### src/rtl/fft64_frame_ctrl.sv
// Frame sequencer for the 64-point FFT core.
// A sample stream is written into a two-bank ping-pong buffer. Each full bank is sent to
// the FFT as one gap-free 64-cycle burst. The number of frames in flight is capped, and the
// returned bins are indexed 0..63 with a per-frame completion pulse.
//
// Handshake: a sample transfers on a rising edge where s_valid and s_ready are both high.
// s_ready depends only on registered bank state and RST, never on s_valid. fft_valid_a and
// fft_valid_o carry no back-pressure: every cycle they are high carries one word.
module fft64_frame_ctrl #(
   parameter int width        = 11,
   parameter int MAX_INFLIGHT = 2,
   parameter int CNT_W        = 16
) (
   input  logic              CLK,
   input  logic              RST,
   input  logic              s_valid,
   input  logic [width-1:0]  s_data,
   output logic              s_ready,
   output logic              fft_valid_a,
   output logic [width-1:0]  fft_ar,
   output logic [width-1:0]  fft_ai,
   input  logic              fft_valid_o,
   input  logic [width-1:0]  fft_xr,
   input  logic [width-1:0]  fft_xi,
   output logic              bin_valid,
   output logic [5:0]        bin_idx,
   output logic [width-1:0]  bin_re,
   output logic [width-1:0]  bin_im,
   output logic              frame_done,
   output logic [CNT_W-1:0]  frame_cnt,
   output logic              busy,
   output logic              dbg_rd_state
);

   typedef enum logic [1:0] {BANK_EMPTY, BANK_FILLING, BANK_FULL, BANK_READING} bank_st_e;
   typedef enum logic {RD_IDLE, RD_BURST} rd_st_e;

   localparam logic [1:0] MAX_IF = 2'(MAX_INFLIGHT);

   bank_st_e         bank_q [0:1];
   bank_st_e         bank_d [0:1];
   logic             wr_bank_q, wr_bank_d;
   logic [5:0]       wr_idx_q, wr_idx_d;
   logic             rd_bank_q, rd_bank_d;
   logic [5:0]       rd_addr_q, rd_addr_d;
   rd_st_e           rd_q, rd_d;
   logic [1:0]       inflight_q, inflight_d;
   logic [5:0]       out_cnt_q, out_cnt_d;
   logic [width-1:0] mem_q [0:127];

   logic             fft_valid_a_q;
   logic [width-1:0] fft_ar_q;
   logic             bin_valid_q, frame_done_q;
   logic [5:0]       bin_idx_q;
   logic [width-1:0] bin_re_q, bin_im_q;
   logic [CNT_W-1:0] frame_cnt_q;

   logic             accept, launch, last_issue, rd_en, take, wrap;
   logic [5:0]       rd_addr;

   // Write side is open while the target bank is not yet full or being read out.
   always_comb begin
      s_ready = 1'b0;
      if (!RST)
         s_ready = (bank_q[wr_bank_q] == BANK_EMPTY) || (bank_q[wr_bank_q] == BANK_FILLING);
      accept = s_valid && s_ready;
   end

   // Read FSM: launch a full bank when a frame slot is free, then issue 64 addresses.
   always_comb begin
      rd_d       = rd_q;
      rd_addr_d  = rd_addr_q;
      rd_bank_d  = rd_bank_q;
      launch     = 1'b0;
      last_issue = 1'b0;
      rd_en      = 1'b0;
      rd_addr    = rd_addr_q;
      case (rd_q)
         RD_IDLE: begin
            if (bank_q[rd_bank_q] == BANK_FULL && inflight_q < MAX_IF) begin
               launch    = 1'b1;
               rd_en     = 1'b1;
               rd_addr   = 6'd0;
               rd_addr_d = 6'd1;
               rd_d      = RD_BURST;
            end
         end
         RD_BURST: begin
            rd_en     = 1'b1;
            rd_addr_d = rd_addr_q + 6'd1;
            if (rd_addr_q == 6'd63) begin
               // Last address issued: bank is writable and a new launch may follow next cycle.
               last_issue = 1'b1;
               rd_d       = RD_IDLE;
               rd_bank_d  = ~rd_bank_q;
               rd_addr_d  = 6'd0;
            end
         end
         default: rd_d = RD_IDLE;
      endcase
   end

   // Bank life cycle and write pointer; the three events never target the same bank.
   always_comb begin
      bank_d[0] = bank_q[0];
      bank_d[1] = bank_q[1];
      wr_bank_d = wr_bank_q;
      wr_idx_d  = wr_idx_q;
      if (accept) begin
         wr_idx_d = wr_idx_q + 6'd1;
         if (wr_idx_q == 6'd63) begin
            bank_d[wr_bank_q] = BANK_FULL;
            wr_bank_d         = ~wr_bank_q;
         end else begin
            bank_d[wr_bank_q] = BANK_FILLING;
         end
      end
      if (launch)
         bank_d[rd_bank_q] = BANK_READING;
      if (last_issue)
         bank_d[rd_bank_q] = BANK_EMPTY;
   end

   // Returned-bin counter and in-flight bookkeeping; outputs with no frame outstanding are dropped.
   always_comb begin
      take       = fft_valid_o && (inflight_q != 2'd0);
      wrap       = take && (out_cnt_q == 6'd63);
      out_cnt_d  = take ? out_cnt_q + 6'd1 : out_cnt_q;
      inflight_d = inflight_q;
      if (launch && !wrap)
         inflight_d = inflight_q + 2'd1;
      else if (wrap && !launch)
         inflight_d = inflight_q - 2'd1;
   end

   // Control state registers.
   always_ff @(posedge CLK) begin
      if (RST) begin
         bank_q[0]  <= BANK_EMPTY;
         bank_q[1]  <= BANK_EMPTY;
         wr_bank_q  <= 1'b0;
         wr_idx_q   <= 6'd0;
         rd_bank_q  <= 1'b0;
         rd_addr_q  <= 6'd0;
         rd_q       <= RD_IDLE;
         inflight_q <= 2'd0;
         out_cnt_q  <= 6'd0;
      end else begin
         bank_q[0]  <= bank_d[0];
         bank_q[1]  <= bank_d[1];
         wr_bank_q  <= wr_bank_d;
         wr_idx_q   <= wr_idx_d;
         rd_bank_q  <= rd_bank_d;
         rd_addr_q  <= rd_addr_d;
         rd_q       <= rd_d;
         inflight_q <= inflight_d;
         out_cnt_q  <= out_cnt_d;
      end
   end

   // Sample storage; contents need no reset since bank state gates every read.
   always_ff @(posedge CLK) begin
      if (accept)
         mem_q[{wr_bank_q, wr_idx_q}] <= s_data;
   end

   // One-cycle read: the word addressed in cycle t appears on the FFT input in t+1.
   always_ff @(posedge CLK) begin
      if (RST) begin
         fft_valid_a_q <= 1'b0;
         fft_ar_q      <= '0;
      end else begin
         fft_valid_a_q <= rd_en;
         if (rd_en)
            fft_ar_q <= mem_q[{rd_bank_q, rd_addr}];
      end
   end

   // Registered bin output stage with frame completion pulse and frame counter.
   always_ff @(posedge CLK) begin
      if (RST) begin
         bin_valid_q  <= 1'b0;
         bin_idx_q    <= 6'd0;
         bin_re_q     <= '0;
         bin_im_q     <= '0;
         frame_done_q <= 1'b0;
         frame_cnt_q  <= '0;
      end else begin
         bin_valid_q  <= take;
         frame_done_q <= wrap;
         if (take) begin
            bin_idx_q <= out_cnt_q;
            bin_re_q  <= fft_xr;
            bin_im_q  <= fft_xi;
         end
         if (wrap)
            frame_cnt_q <= frame_cnt_q + CNT_W'(1);
      end
   end

   assign fft_valid_a  = fft_valid_a_q;
   assign fft_ar       = fft_ar_q;
   assign fft_ai       = '0;
   assign bin_valid    = bin_valid_q;
   assign bin_idx      = bin_idx_q;
   assign bin_re       = bin_re_q;
   assign bin_im       = bin_im_q;
   assign frame_done   = frame_done_q;
   assign frame_cnt    = frame_cnt_q;
   assign busy         = (rd_q == RD_BURST) || (inflight_q != 2'd0);
   assign dbg_rd_state = rd_q;

endmodule

### config.mk
export PLATFORM = sky130hd
export DESIGN_NAME = fft64_frame_ctrl
export DESIGN_NICKNAME = d
export VERILOG_FILES = /design/src/rtl/fft64_frame_ctrl.sv
export SDC_FILE = /design/constraint.sdc
export NUM_CORES = 2
export LEC_CHECK = 0
export BUFFER_PORTS_ARGS = -buffer_cell sky130_fd_sc_hd__buf_4
export CORE_ASPECT_RATIO = 0.8
export CORE_MARGIN = 4
export CORE_UTILIZATION = 60
export CTS_CLUSTER_SIZE = 12
export DETAILED_ROUTE_END_ITERATION = 8
export PLACE_DENSITY = 0.86
export SYNTH_ARGS = -nofsm -noshare
export SYNTH_HDL_FRONTEND = slang
export SYNTH_SLANG_ARGS = --single-unit
### constraint.sdc
create_clock -name CLK -period 2.7 [get_ports CLK]
set_clock_uncertainty 0.1 [all_clocks]
set_input_delay 0.405 -clock CLK [delete_from_list [all_inputs] [get_ports CLK]]
set_output_delay 0.405 -clock CLK [all_outputs]
set_load 0.01 [all_outputs]
==> flow_summary.json <==
{
  "status": "finished, violations left",
  "violations": "DRC, setup timing",
  "synth_area_sq_um": 60500,
  "vias": 41500,
  "synth_compound_area_share_pct": 9.28,
  "grt_max_degree": 129,
  "async_flop_share_pct": 0,
  "drt-pass1-iter-count": 9,
  "place.gp.congestion": 1.08,
  "grt_pass1_wl_mm": 267,
  "dieHeight_um": 292,
  "grt_pass1_vias": 39700,
  "synth_cell_type_count": 73,
  "overflow": 0,
  "io_buffers": 97,
  "hold_path.class": "in2reg",
  "setup_viol": 10,
  "p_leak_nw": 22.9,
  "seq_power_share_pct": 56.6,
  "ys_seq_area_share_pct": 72.7,
  "multi_input_area_sq_um": 15700,
  "register_area_sq_um": 44000,
  "worstPathMaxFanout": 11,
  "path_class": "reg2reg",
  "p_comb_share_pct": 1.6,
  "start_util_pct": 60.9,
  "clk-insertion-delay-late_ns": 0.79,
  "cts-root-buf": "clkbuf_16",
  "holdPathStages": 1,
  "synth.avg_cell_area_sq_um": 15.5,
  "worstMarginPinSlew_ns": 0.853,
  "post-route-util_pct": 71.7,
  "clockPowerShare_pct": 41.8,
  "ir_drop_v": 0.000716,
  "synth_seq_cells": 1495,
  "power_density_nw_per_um2": 629,
  "intPower_mw": 35.7,
  "ys_warn_count": 0,
  "track_usage_pct": 34.4,
  "cts_tree": "yes",
  "worst_setup_path_end_kind": "flip-flop",
  "remaining_drc_errors": 2,
  "dieArea_sq_um": 106000,
  "rrSetupSlack_ns": -0.14,
  "yosysTopAreaCellShare_pct": 69.9,
  "htreeDepth": 4,
  "cts_made_buffers": 145,
  "p_total_mw": 44.8,
  "ioPinCount": 109,
  "clk_transition_reported_paths_ns": 0.07,
  "routedWlPerCell_um": 32.9,
  "synth.area.top_cells": "edfxtp_1 70%, mux4_2 5.2%, dfxtp_1 2.9%, mux2i_1 2.7%, nor2_1 2.4%",
  "drtIter0Drc": 8342,
  "synth-edff-count": 1408,
  "final_antenna_net_count": 0,
  "cts_buffer_depth": 3,
  "hold_viol": 0,
  "critical_path_required_ns": 3.30,
  "synthMuxAreaShare_pct": 8.64,
  "grt_setup_unrepaired": "true",
  "area_growth_pct": 17.7,
  "synth_top_family_by_area": "compound AO/OA/AOI/OAI gates",
  "switching_share_pct": 20.3,
  "layout_common_cells": "1,408 x edfxtp_1, 454 x buf_4, 390 x nor2_1, 198 x a21oi_1, 192 x nand2_1",
  "whs_ns": 0.0433,
  "die_w_um": 363,
  "synthCells": 3895,
  "wl_mm": 189,
  "grt_antenna_before_repair": 11,
  "yosysTopAreaCell": "edfxtp_1",
  "p_sw_mw": 9.11,
  "final.period_utilization_pct": 105,
  "synth-simple-area-share_pct": 6.34,
  "fin_ws_ns": -0.145,
  "ys.flop_type": "edfxtp_1",
  "yosys.area_share.adder_pct": 0.103,
  "reg2reg_depth": 11,
  "hpwl_mm": 110,
  "cap_violations": 0,
  "startpoint_type": "flip-flop",
  "timing.fmax_mhz": 352,
  "final_area_sq_um": 71200,
  "final_nets": 4386,
  "maxSlewHeadroom_pct": 42.5,
  "final_common_cell": "edfxtp_1",
  "via_per_inst": 7.23,
  "fp.coreArea_sq_um": 99400,
  "fill_cells": 5585,
  "min_period_ns": 2.84,
  "synthXorXnorAreaFrac_pct": 0.347,
  "cts_sinks": 1495,
  "critical_path_arrival_ns": 3.45,
  "postPlaceCellArea_sq_um": 65500,
  "drv_slew": 0,
  "fp-row-count": 103,
  "drive_above_1_share_pct": 23.4
}
-- power by group through the flow --
| stage | clock network [mW] | registers [mW] | logic, mW |
|---|---|---|---|
| after detailed placement | 0 | 25.8 | 0.650 |
| after global routing | 19.7 | 25.3 | 0.729 |
| after floorplan | 0 | 25.8 | 0.0896 |
| final | 18.7 | 25.4 | 0.723 |
| after global placement | 0 | 25.8 | 0.620 |
| after CTS | 18.7 | 25.4 | 0.681 |
-- final timing paths --
check | start | to
max | bank_q[1][0]$_SDFF_PP0_ | fft_ar[5]$_SDFFE_PP0P_
min | s_data[8] | mem_q[8][8]$_DFFE_PP_
max reg2reg | bank_q[1][0]$_SDFF_PP0_ | fft_ar[5]$_SDFFE_PP0P_
min reg2reg | bin_re[6]$_SDFFE_PP0P_ | bin_re[6]$_SDFFE_PP0P_
-- metal layers --
metal	GRT usage (%)	vias up	part of all wire [%]	wire, um
met5	0	-	0.036	68
met4	16.2	10	5.7	10800
met3	12.7	877	17	32700
met2	50.5	4241	44	83300
met1	46.1	20000	33	61600
li1	-	16300	-	-
-- state kept, by name (all words and copies together), names as in the netlist, named ones only --
register      cells
bin_im           11
dbg_rd_state      1
frame_cnt        16
frame_done        1
wr_bank_q         1
bank_q            4
out_cnt_q         6
rd_bank_q         1
bin_re           11
bin_idx           6
inflight_q        2
rd_addr_q         6
bin_valid         1
wr_idx_q          6
mem_q          1408
fft_valid_a       1
fft_ar           11
-- synthesized netlist by cell type, drive strengths merged, types with 5 or more instances --
cell / count
a21oi: 212
o31ai: 23
o221ai: 49
nand4: 11
nand2: 197
a211oi: 40
a41oi: 10
nand3b: 5
mux2i: 166
xor2: 17
o32a: 10
dfxtp: 87
or3: 31
or4: 22
o2111ai: 10
nor2b: 10
a221oi: 23
buf: 165
nor2: 402
a211o: 11
ha: 5
a21o: 11
o22a: 13
xnor2: 7
o211ai: 41
a22oi: 13
mux2: 35
a31oi: 24
and4b: 11
o22ai: 129
mux4: 141
nor3: 74
clkbuf: 121
o311a: 10
nand3: 45
a2bb2oi: 11
o311ai: 21
inv: 18
edfxtp: 1408
a32oi: 12
o21ai: 195
and2: 6
nand2b: 18
-- kinds of logic (layout without fill, tap and decap cells) --
logic type	count (synthesis)	after routing
flip-flops	1495	1495
AO/OA/AOI/OAI	874	874
AND/OR/NAND/NOR	850	852
multiplexers	342	342
buffers and inverters	304	811
XOR/XNOR	24	24
adder cells (fa/ha/maj)	5	5
other	1	18
-- area by class of cell --
cell class | instances | share of cell area [%]
clock buffer | 201 | 5.57
timing repair buffer | 573 | 7.77
tap | 1312 | 2.31
timing repair inverter | 3 | 0.0369
antenna | 7 | 0.0246
inverter | 18 | 0.112
multi-input combinational | 2108 | 22.1
sequential | 1495 | 61.9
clock inverter | 16 | 0.241
-- stage by stage --
stage          setup TNS (ns)  instances  setup slack (ns)
2_1_floorplan           -3.80       3905           -0.0204
6_report               -0.636       5733            -0.145
3_3_place_gp            -1.03       5453            -0.206
5_1_grt                -0.615       5726            -0.146
4_1_cts                     0       5700          0.000504
3_5_place_dp            -1.52       5453            -0.325
-- critical path, stage by stage, from the launching register on --
cell and delay [ns]:
dfxtp_2 0.33, and3b_4 0.34, o21ai_4 0.10, buf_4 0.17, clkbuf_16 0.16, nand2_2 0.10, buf_6 0.19, nor2_1 0.06
o31ai_1 0.37, nand3_1 0.31, and4b_1 0.32, a32oi_1 0.19
-- timing repair --
| action | CTS | global route |
|---|---|---|
| hold buffers | 24 | 0 |
| hold endpoints to repair | 31 | 0 |
| cloned | 3 | 13 |
| gates resized for setup | 54 | 133 |
| pin swaps | 7 | 50 |
| setup endpoints to repair | 10 | 11 |
| setup buffers | 3 | 14 |
No activity file was read; power rests on OpenSTA's default activity.
